**config.mk**
```make
export PLATFORM = sky130hd
export DESIGN_NAME = ucy_cnt
export DESIGN_NICKNAME = d
export VERILOG_FILES = /design/src/rtl/ucy_pkg.sv /design/src/rtl/ucy_cnt_next.sv /design/src/rtl/ucy_cnt.sv
export SDC_FILE = /design/constraint.sdc
export NUM_CORES = 1
export LEC_CHECK = 0
export ABC_AREA = 1
export BUFFER_PORTS_ARGS = -buffer_cell sky130_fd_sc_hd__buf_2
export CAP_MARGIN = 20
export CORE_AREA = 2 2 39 41
export CTS_CLUSTER_DIAMETER = 200
export DETAILED_ROUTE_END_ITERATION = 10
export DIE_AREA = 0 0 41 43
export MAX_ROUTING_LAYER = met4
export PLACE_DENSITY = 0.55
export SYNTH_ARGS = -nofsm -noshare
export SYNTH_HDL_FRONTEND = slang
export SYNTH_SLANG_ARGS = --single-unit
```
**constraint.sdc**
```tcl
create_clock -name clk -period 0.92 [get_ports clk]
set_input_delay 0.184 -clock clk [delete_from_list [all_inputs] [get_ports clk]]
set_output_delay 0.184 -clock clk [all_outputs]
set_load 0.01 [all_outputs]
```
**src/rtl/ucy_pkg.sv**
```systemverilog
// Shared types and limits for the ucy_cnt universal counter.
package ucy_pkg;

    typedef enum logic {
        UCY_DN = 1'b0,
        UCY_UP = 1'b1
    } ucy_dir_t;

    localparam int unsigned UCY_CNT_MAX_WIDTH = 16;

endpackage

```
**src/rtl/ucy_cnt_next.sv**
```systemverilog
// Combinational successor and terminal-count logic for ucy_cnt, including
// out-of-range recovery. Down counting is compiled in only with UCY_CNT_UPDOWN_EN.
module ucy_cnt_next
    import ucy_pkg::*;
#(
    parameter int unsigned WIDTH   = 4,
    parameter int unsigned MODULUS = 16
) (
    input  logic [WIDTH-1:0] q,
`ifdef UCY_CNT_UPDOWN_EN
    input  ucy_dir_t         dir,
`endif
    output logic [WIDTH-1:0] q_next,
    output logic             tc
);

    // One extra bit so MODULUS == 2**WIDTH is representable in compares.
    localparam int unsigned XW = WIDTH + 1;
    localparam logic [WIDTH:0] MOD_X = XW'(MODULUS);
    localparam logic [WIDTH:0] MAX_X = XW'(MODULUS - 1);

    logic [WIDTH:0] q_x;
    logic [WIDTH:0] nxt_x;

    assign q_x = {1'b0, q};

    always_comb begin
        nxt_x = '0;
        tc    = 1'b0;
`ifdef UCY_CNT_UPDOWN_EN
        if (dir == UCY_DN) begin
            tc    = (q_x == '0);
            nxt_x = ((q_x == '0) || (q_x >= MOD_X)) ? MAX_X : (q_x - XW'(1));
        end else begin
            tc    = (q_x == MAX_X);
            nxt_x = (q_x >= MAX_X) ? '0 : (q_x + XW'(1));
        end
`else
        tc    = (q_x == MAX_X);
        nxt_x = (q_x >= MAX_X) ? '0 : (q_x + XW'(1));
`endif
    end

    assign q_next = WIDTH'(nxt_x);

endmodule

```
**src/rtl/ucy_cnt.sv**
```systemverilog
// Universal synchronous counter (74160/161/163/193 family): clear, load, P/T enables,
// ripple carry. Define UCY_CNT_UPDOWN_EN to add the up port and down counting.
module ucy_cnt
    import ucy_pkg::*;
#(
    parameter int unsigned WIDTH     = 4,
    parameter int unsigned MODULUS   = 16,
    parameter int unsigned RESET_VAL = 0
) (
    input  logic             clk,
    input  logic             rst,
    input  logic             clr,
    input  logic             load,
    input  logic [WIDTH-1:0] d,
    input  logic             enp,
    input  logic             ent,
`ifdef UCY_CNT_UPDOWN_EN
    input  logic             up,
`endif
    output logic [WIDTH-1:0] q,
    output logic             tc,
    output logic             rco
);

    if ((WIDTH < 1) || (WIDTH > UCY_CNT_MAX_WIDTH)) begin : g_bad_width
        $error("ucy_cnt: WIDTH must be 1..%0d", UCY_CNT_MAX_WIDTH);
    end
    if ((MODULUS < 2) || (64'(MODULUS) > (64'd1 << WIDTH))) begin : g_bad_modulus
        $error("ucy_cnt: MODULUS must be 2..2**WIDTH");
    end
    if (RESET_VAL >= MODULUS) begin : g_bad_reset
        $error("ucy_cnt: RESET_VAL must be below MODULUS");
    end

    logic [WIDTH-1:0] q_q;
    logic [WIDTH-1:0] q_d;
    logic [WIDTH-1:0] q_succ;
    logic             tc_c;

`ifdef UCY_CNT_UPDOWN_EN
    ucy_dir_t dir_c;
    assign dir_c = ucy_dir_t'(up);
`endif

    ucy_cnt_next #(
        .WIDTH  (WIDTH),
        .MODULUS(MODULUS)
    ) u_next (
        .q     (q_q),
`ifdef UCY_CNT_UPDOWN_EN
        .dir   (dir_c),
`endif
        .q_next(q_succ),
        .tc    (tc_c)
    );

    // Priority below reset: clear, load, count, hold.
    always_comb begin
        q_d = q_q;
        if (clr) begin
            q_d = '0;
        end else if (load) begin
            q_d = d;
        end else if (enp && ent) begin
            q_d = q_succ;
        end
    end

    always_ff @(posedge clk) begin
        if (rst) begin
            q_q <= WIDTH'(RESET_VAL);
        end else begin
            q_q <= q_d;
        end
    end

    assign q   = q_q;
    assign tc  = tc_c;
    assign rco = tc_c & ent;

endmodule

```
==> impl_metrics.csv, run 1 <==
group,metric,value,unit
critical_path,path_class,"flip-flop to output port",
power_and_ir_drop,max-vdd-ir-drop,0.462,mV
clock_tree,hold_buffers,0,
critical_path,critical_path_maximum_fanout,3,
floorplanning,chipHeight,43,um
detailed_routing,detailedRoute.firstPassIterationCount,4,
final_layout,largest_register_ffs,4,
logic_synthesis,post_synth_most_frequent_cells,"nand2_1, dfxtp_1, inv_1, nor2_1, nand3_1",
power_and_ir_drop,p_leak,0.302,nW
detailed_routing,drc,0,
final_layout,antenna-diode-count,0,
sta,worst_slack,-0.364,ns
grt,first_global_vias,401,
clock_tree,cts_tree,"yes",
grt,global_route.usage.total,14.2,%
sta,timing.final.hold_violations,0,
floorplanning,fp.dieArea,0.00176,sq mm
grt,antenna_violations_before_repair,0,
worst_hold_path,worst_hold_path_type,"input pin to flip-flop",
logic_synthesis,syn_area_per_cell,6.28,sq um
critical_path,arrival,1.10,ns
clock_tree,worst_skew_pair.late_latency,0.24,ns
sta,final-max-slew-violation-count,0,
sta,grt_setup_unrepaired,"yes",
critical_path,critical_path_rt,0.74,ns
logic_synthesis,netlist.area_leader.share,27.7,%
floorplanning,dieWidth,41,um
logic_synthesis,synth_sequential_area_ratio,27.7,%
logic_synthesis,synth_largest_area_cell,"dfxtp_1",
floorplanning,core_region_area,0.00138,sq mm
clock_tree,htreeDepth,1,
placement,gpl.final_weighted_congestion,0.689,
critical_path,reg2reg_depth,8,
floorplanning,i_o_pin_total,16,
logic_synthesis,synth_nets,57,
logic_synthesis,syn-instance-count,46,
sta,final.setup_skew,0.0108,ns
logic_synthesis,synth_cell_types,17,
final_layout,synthToLayoutAreaGrowth,106,%
logic_synthesis,post_synth_main_area_contributors,"dfxtp_1, nand2_1, nand3_1",
sta,fmax,779,MHz
run,timing.max_cap.violations,0,
sta,finalSetupViolations,10,
run_status,status,"finished, violations left",
placement,dp_hpwl,727,um
floorplanning,rows,14,
logic_synthesis,synth_cell_area,289,sq um
detailed_routing,drtIter0Drc,3,
detailed_routing,drtAntennaViolNets,0,
critical_path,critical_path.startpoint_type,"flip-flop",
placement,port-buffer-count,15,
sta,slew-limit-headroom,88.6,%
detailed_routing,count_of_vias_placed_by_the_detailed_router,395,
detailed_routing,viasPerCell,4.29,
logic_synthesis,synth_most_common_cell,"nand2_1",
sta,period_minus_slack,1.28,ns
critical_path,slowest_stage,"dfxtp_4",
detailed_routing,drt-wirelength-per-cell,10.8,um
final_layout,numnets_final,88,
sta,layout_worst_path_cycle_share,140,%
critical_path,setup.worst_path.end_class,"output port",
power_and_ir_drop,power.density_cell_area,931,mW/mm^2
clock_tree,cts_buffer_count,3,
clock_tree,clk_pin_slew,0.05,ns
detailed_routing,drt-total-wl,995,um
logic_synthesis,synth_enable_flop_cells,0,
clock_tree,clockBufferDepth,2,
clock_tree,clock_tree.root_cell,"clkbuf_4",
floorplanning,initial_utilization,20.9,%
final_layout,drive_above_1_share,64.5,%
clock_tree,numClockSinks,4,
run_status,violated_checks,"negative setup slack",
logic_synthesis,dominantRegCellSynth,"dfxtp_1",
sta,tightestPinTransition,0.171,ns
critical_path,timing.critical_path.cells,"ha_4, nand2_4, nor3b_2, buf_2",
grt,overflow,0,
sta,fin_worst_hold_slack,0.237,ns
power_and_ir_drop,total_power,0.000556,W
grt,grt_pass1_wl,1600,um
logic_synthesis,ys_async_sr_fraction,0,%
worst_hold_path,whs_path_depth,3,
logic_synthesis,yosys_warnings,0,
grt,pin_count_of_the_biggest_net_entering_global_routing,6,
critical_path,max_stage_delay,0.35,ns
logic_synthesis,synth_seq_cells,4,
==> critical path: cells and delay by family, from the launching register on <==
kind / cells / cell delay [ns]
DFF: 1 / 0.35
and+or+nand+nor: 2 / 0.21
adders and majority gates: 1 / 0.14
buffers and inverters: 1 / 0.15
==> power breakdown <==
part	internal [W]	switching, W	total [W]
Clock	0.000164	0.0000840	0.000248
Combinational	0.0000646	0.0000626	0.000127
Sequential	0.000175	0.00000575	0.000181
==> kinds of logic after synthesis <==
family                   Yosys count  share of synthesized area, %
AO/OA/AOI/OAI                      3                          6.49
AND/OR/NAND/NOR                   32                          53.7
buffers and inverters              6                          7.79
flip-flops                         4                          27.7
adder cells (fa/ha/maj)            1                          4.33
==> per-stage QoR <==
stage | std cells | utilization (%) | TNS (ns) | worst slack (ns) | cell area [sq um]
2_1_floorplan | 46 | - | -0.272 | -0.117 | 319
3_3_place_gp | 82 | 32.6 | -0.337 | -0.107 | 452
3_5_place_dp | 82 | 32.6 | -0.431 | -0.130 | 452
4_1_cts | 92 | 42.7 | -1.55 | -0.371 | 591
5_1_grt | 92 | 43.1 | -1.95 | -0.395 | 597
6_report | 92 | 43.1 | -1.55 | -0.364 | 597
==> what timing repair did <==
item                                    in CTS  in global routing
buffers inserted                             6                  1
hold endpoints to repair                     0                  0
cloned                                       0                  0
gates resized for setup                     16                  3
pin swaps                                    6                  5
endpoints found under the setup margin      10                 10
==> per-layer routing <==
layer / share of wire (%) / global-route usage (%) / vias to the layer above
li1: - / - / 205
met1: 39 / 15.5 / 174
met2: 54 / 22.5 / 14
met3: 6.2 / 3.14 / 2
met4: 0.50 / 8.00 / 0
met5: 0 / - / -
==> final timing paths <==
path,start,endpoint,slack [ns]
worst max-delay path,q[1],rco,-0.36
worst min-delay path,rst,q[1],0.24
worst max register to register,q[1],q[2],-0.26
worst min register to register,q[1],q[1],0.66
==> area by class of cell <==
type	count	area, sq um
repair buffers	26	204
multi-input cells	36	231
inverters	6	22.5
fillers	152	787
clock buffers	4	26.3
flip-flops and latches	4	92.6
well taps	16	20.0
==> placed cells by master (no fill, tap or decap) <==
cell,count
inv_1,4
dfxtp_2,1
nand2_1,14
nand3_2,1
nor3b_2,1
dfxtp_4,3
nor3_2,1
ha_4,1
nor2_1,4
clkbuf_4,3
buf_4,7
buf_2,10
nand4_1,1
nand3_1,3
nor2_4,2
clkbuf_1,1
or2_2,1
buf_6,9
a21oi_2,3
nand2_4,1
inv_2,2
nand2_2,3
Note: power is estimated with default switching activity, not from simulation.
==> run 2: changes to the inputs <==
--- a/config.mk
+++ b/config.mk
@@ -13,7 +13,7 @@
 export DETAILED_ROUTE_END_ITERATION = 10
 export DIE_AREA = 0 0 41 43
 export MAX_ROUTING_LAYER = met4
-export PLACE_DENSITY = 0.55
+export PLACE_DENSITY = 0.53
 export SYNTH_ARGS = -nofsm -noshare
 export SYNTH_HDL_FRONTEND = slang
 export SYNTH_SLANG_ARGS = --single-unit
==> constraint.sdc (replaced) <==
create_clock -name clk -period 1.2 [get_ports clk]
set_input_delay 0.24 -clock clk [delete_from_list [all_inputs] [get_ports clk]]
set_output_delay 0.24 -clock clk [all_outputs]
set_load 0.01 [all_outputs]
==> run 2 against run 1 <==
Register-to-register slack better by 0.43 ns. Highest routed layer is now met3. Total power fell by 32%. Wire length is 26% lower. Sequential share of layout area grew 2.1 points. Worst hold slack improved by 0.062 ns. Combinational power shrank 43%. Via count fell by 13%. Critical path depth unchanged. Sequential cell count did not move. The run still ends with negative setup slack left. Final cell count down 8.7%. Final area down 22%. Non-clock buffer count fell by 7.
==> impl_metrics.csv, run 2 (same netlist as run 1, synthesis figures left out) <==
group,metric,value,unit
power_and_ir_drop,power.share.switching,24.5,%
sta,grt_setup_unrepaired,"yes",
detailed_routing,count_of_vias_placed_by_the_detailed_router,343,
sta,fin_worst_hold_slack,0.299,ns
grt,pin_count_of_the_biggest_net_entering_global_routing,6,
detailed_routing,drt-wirelength-per-cell,8.82,um
final_layout,finalCoreUtilization,33.8,%
floorplanning,chipHeight,43,um
critical_path,cp_num_buf_inv,1,
power_and_ir_drop,cellInternalPower,0.000285,W
run_status,status,"finished, violations left",
floorplanning,core_region_area,0.00138,sq mm
sta,period_minus_slack,1.33,ns
critical_path,path_class,"flip-flop to output port",
detailed_routing,viasPerCell,4.08,
placement,port-buffer-count,15,
critical_path,critical_path_rt,0.96,ns
sta,layout_worst_path_cycle_share,111,%
critical_path,setup.worst_path.end_class,"output port",
clock_tree,clock_tree.root_cell,"clkbuf_4",
detailed_routing,drc,0,
floorplanning,rows,14,
placement,placedInstanceArea,419,sq um
sta,timing.final.hold_violations,0,
worst_hold_path,worst_hold_path_type,"input pin to flip-flop",
final_layout,most-common-layout-cells,"nand2_1, buf_2, inv_1, nor2_1, buf_4",
run_status,violated_checks,"negative setup slack",
sta,final-max-slew-violation-count,0,
power_and_ir_drop,max-vdd-ir-drop,0.553,mV
sta,fmax,753,MHz
final_layout,numnets_final,81,
power_and_ir_drop,power.density_cell_area,806,mW/mm^2
critical_path,max_stage_delay,0.35,ns
power_and_ir_drop,p_leak,0.253,nW
floorplanning,initial_utilization,20.9,%
clock_tree,numClockSinks,4,
grt,overflow,0,
grt,grt_pass1_wl,1160,um
floorplanning,fp.dieArea,0.00176,sq mm
floorplanning,dieWidth,41,um
floorplanning,i_o_pin_total,16,
critical_path,critical_path.startpoint_type,"flip-flop",
critical_path,timing.critical_path.cells,"ha_4, nand2_4, nor3b_2, buf_2",
final_layout,largest_register_ffs,4,
placement,dp_hpwl,608,um
detailed_routing,drt-total-wl,741,um
final_layout,drive_above_1_share,51.5,%
power_and_ir_drop,combinationalPowerShare,19.1,%
power_and_ir_drop,total_switching_power,0.0000922,W
power_and_ir_drop,seq_power_share,38.1,%
grt,first_global_vias,310,
final_layout,fin_area,468,sq um
critical_path,arrival,1.09,ns
detailed_routing,drtIter0Drc,2,
detailed_routing,drtAntennaViolNets,0,
grt,antenna_violations_before_repair,0,
clock_tree,cts_buffer_count,3,
clock_tree,post-cts-setup-buffer-count,0,
power_and_ir_drop,power_frac_clock,42.7,%
clock_tree,htreeDepth,1,
run,timing.max_cap.violations,0,
critical_path,worst_path_dominant_cell_family,"flip-flops",
grt,global_route.usage.total,10.2,%
sta,slew-limit-headroom,85.2,%
final_layout,antenna-diode-count,0,
critical_path,critical_path_maximum_fanout,3,
critical_path,slowest_stage,"dfxtp_2",
sta,tightestPinTransition,0.220,ns
clock_tree,cts_tree,"yes",
detailed_routing,detailedRoute.firstPassIterationCount,2,
sta,final.setup_skew,0.00243,ns
placement,gpl.final_weighted_congestion,0.727,
clock_tree,hold_buffers,0,
sta,worst_slack,-0.129,ns
final_layout,layout.cells.non_filler,84,
clock_tree,clk_pin_slew,0.04,ns
clock_tree,clockBufferDepth,2,
sta,finalSetupViolations,2,
power_and_ir_drop,total_power,0.000377,W
final_layout,synthToLayoutAreaGrowth,61.9,%
placement,numPlacedInstances,81,
clock_tree,worst_skew_pair.late_latency,0.23,ns
final_layout,final_common_cell,"nand2_1",
run 2: layout make-up:
type | count | area, sq um
Clock buffer | 3 | 22.5
Fill cell | 161 | 916
Inverter | 6 | 22.5
Multi-Input combinational cell | 36 | 209
Sequential cell | 4 | 82.6
Tap cell | 16 | 20.0
Timing Repair Buffer | 19 | 111
run 2: metrics by stage:
stage          TNS, ns  worst slack, ns
6_report        -0.179           -0.129
5_1_grt         -0.299           -0.200
4_1_cts         -0.192           -0.152
3_5_place_dp         0           0.0566
3_3_place_gp         0            0.100
2_1_floorplan        0          0.00125
run 2: per-layer routing:
metal  track usage (%)  wire length, um  up-vias
li1                  -                -      189
met1              10.9              342      144
met2              16.6              351       10
met3              4.71               47        0
met4              2.00                0        0
met5                 -                0        -
run 2: worst register-to-register path, stage by stage (launching register included):
cell	delay (ns)
dfxtp_2	0.33
ha_4	0.17
nand2_4	0.08
inv_1	0.04
nor3_1	0.21
nor2_1	0.06
nor2_1	0.08
run 2: power by group through the flow:
stage	Combinational, W	Clock, W	Sequential, W
after global routing	0.0000821	0.000180	0.000144
after floorplan	0.0000330	0	0.000148
after detailed placement	0.0000725	0	0.000143
final	0.0000722	0.000161	0.000144
after global placement	0.0000723	0	0.000143
after CTS	0.0000738	0.000170	0.000143
run 2: worst paths after layout:
kind                            startpoint    to  slack (ns)  depth (start not counted)
worst min register to register        q[1]  q[1]        0.62                          3
worst max register to register        q[0]  q[2]        0.17                          6
worst max-delay path                  q[0]   rco       -0.13                          4
worst min-delay path                   rst  q[3]        0.30                          3
run 2: what timing repair did:
| action | 4_1_cts | 5_1_grt |
|---|---|---|
| endpoints found under the setup margin | 2 | 2 |
| resized for setup | 6 | 0 |
| pin swaps | 2 | 2 |
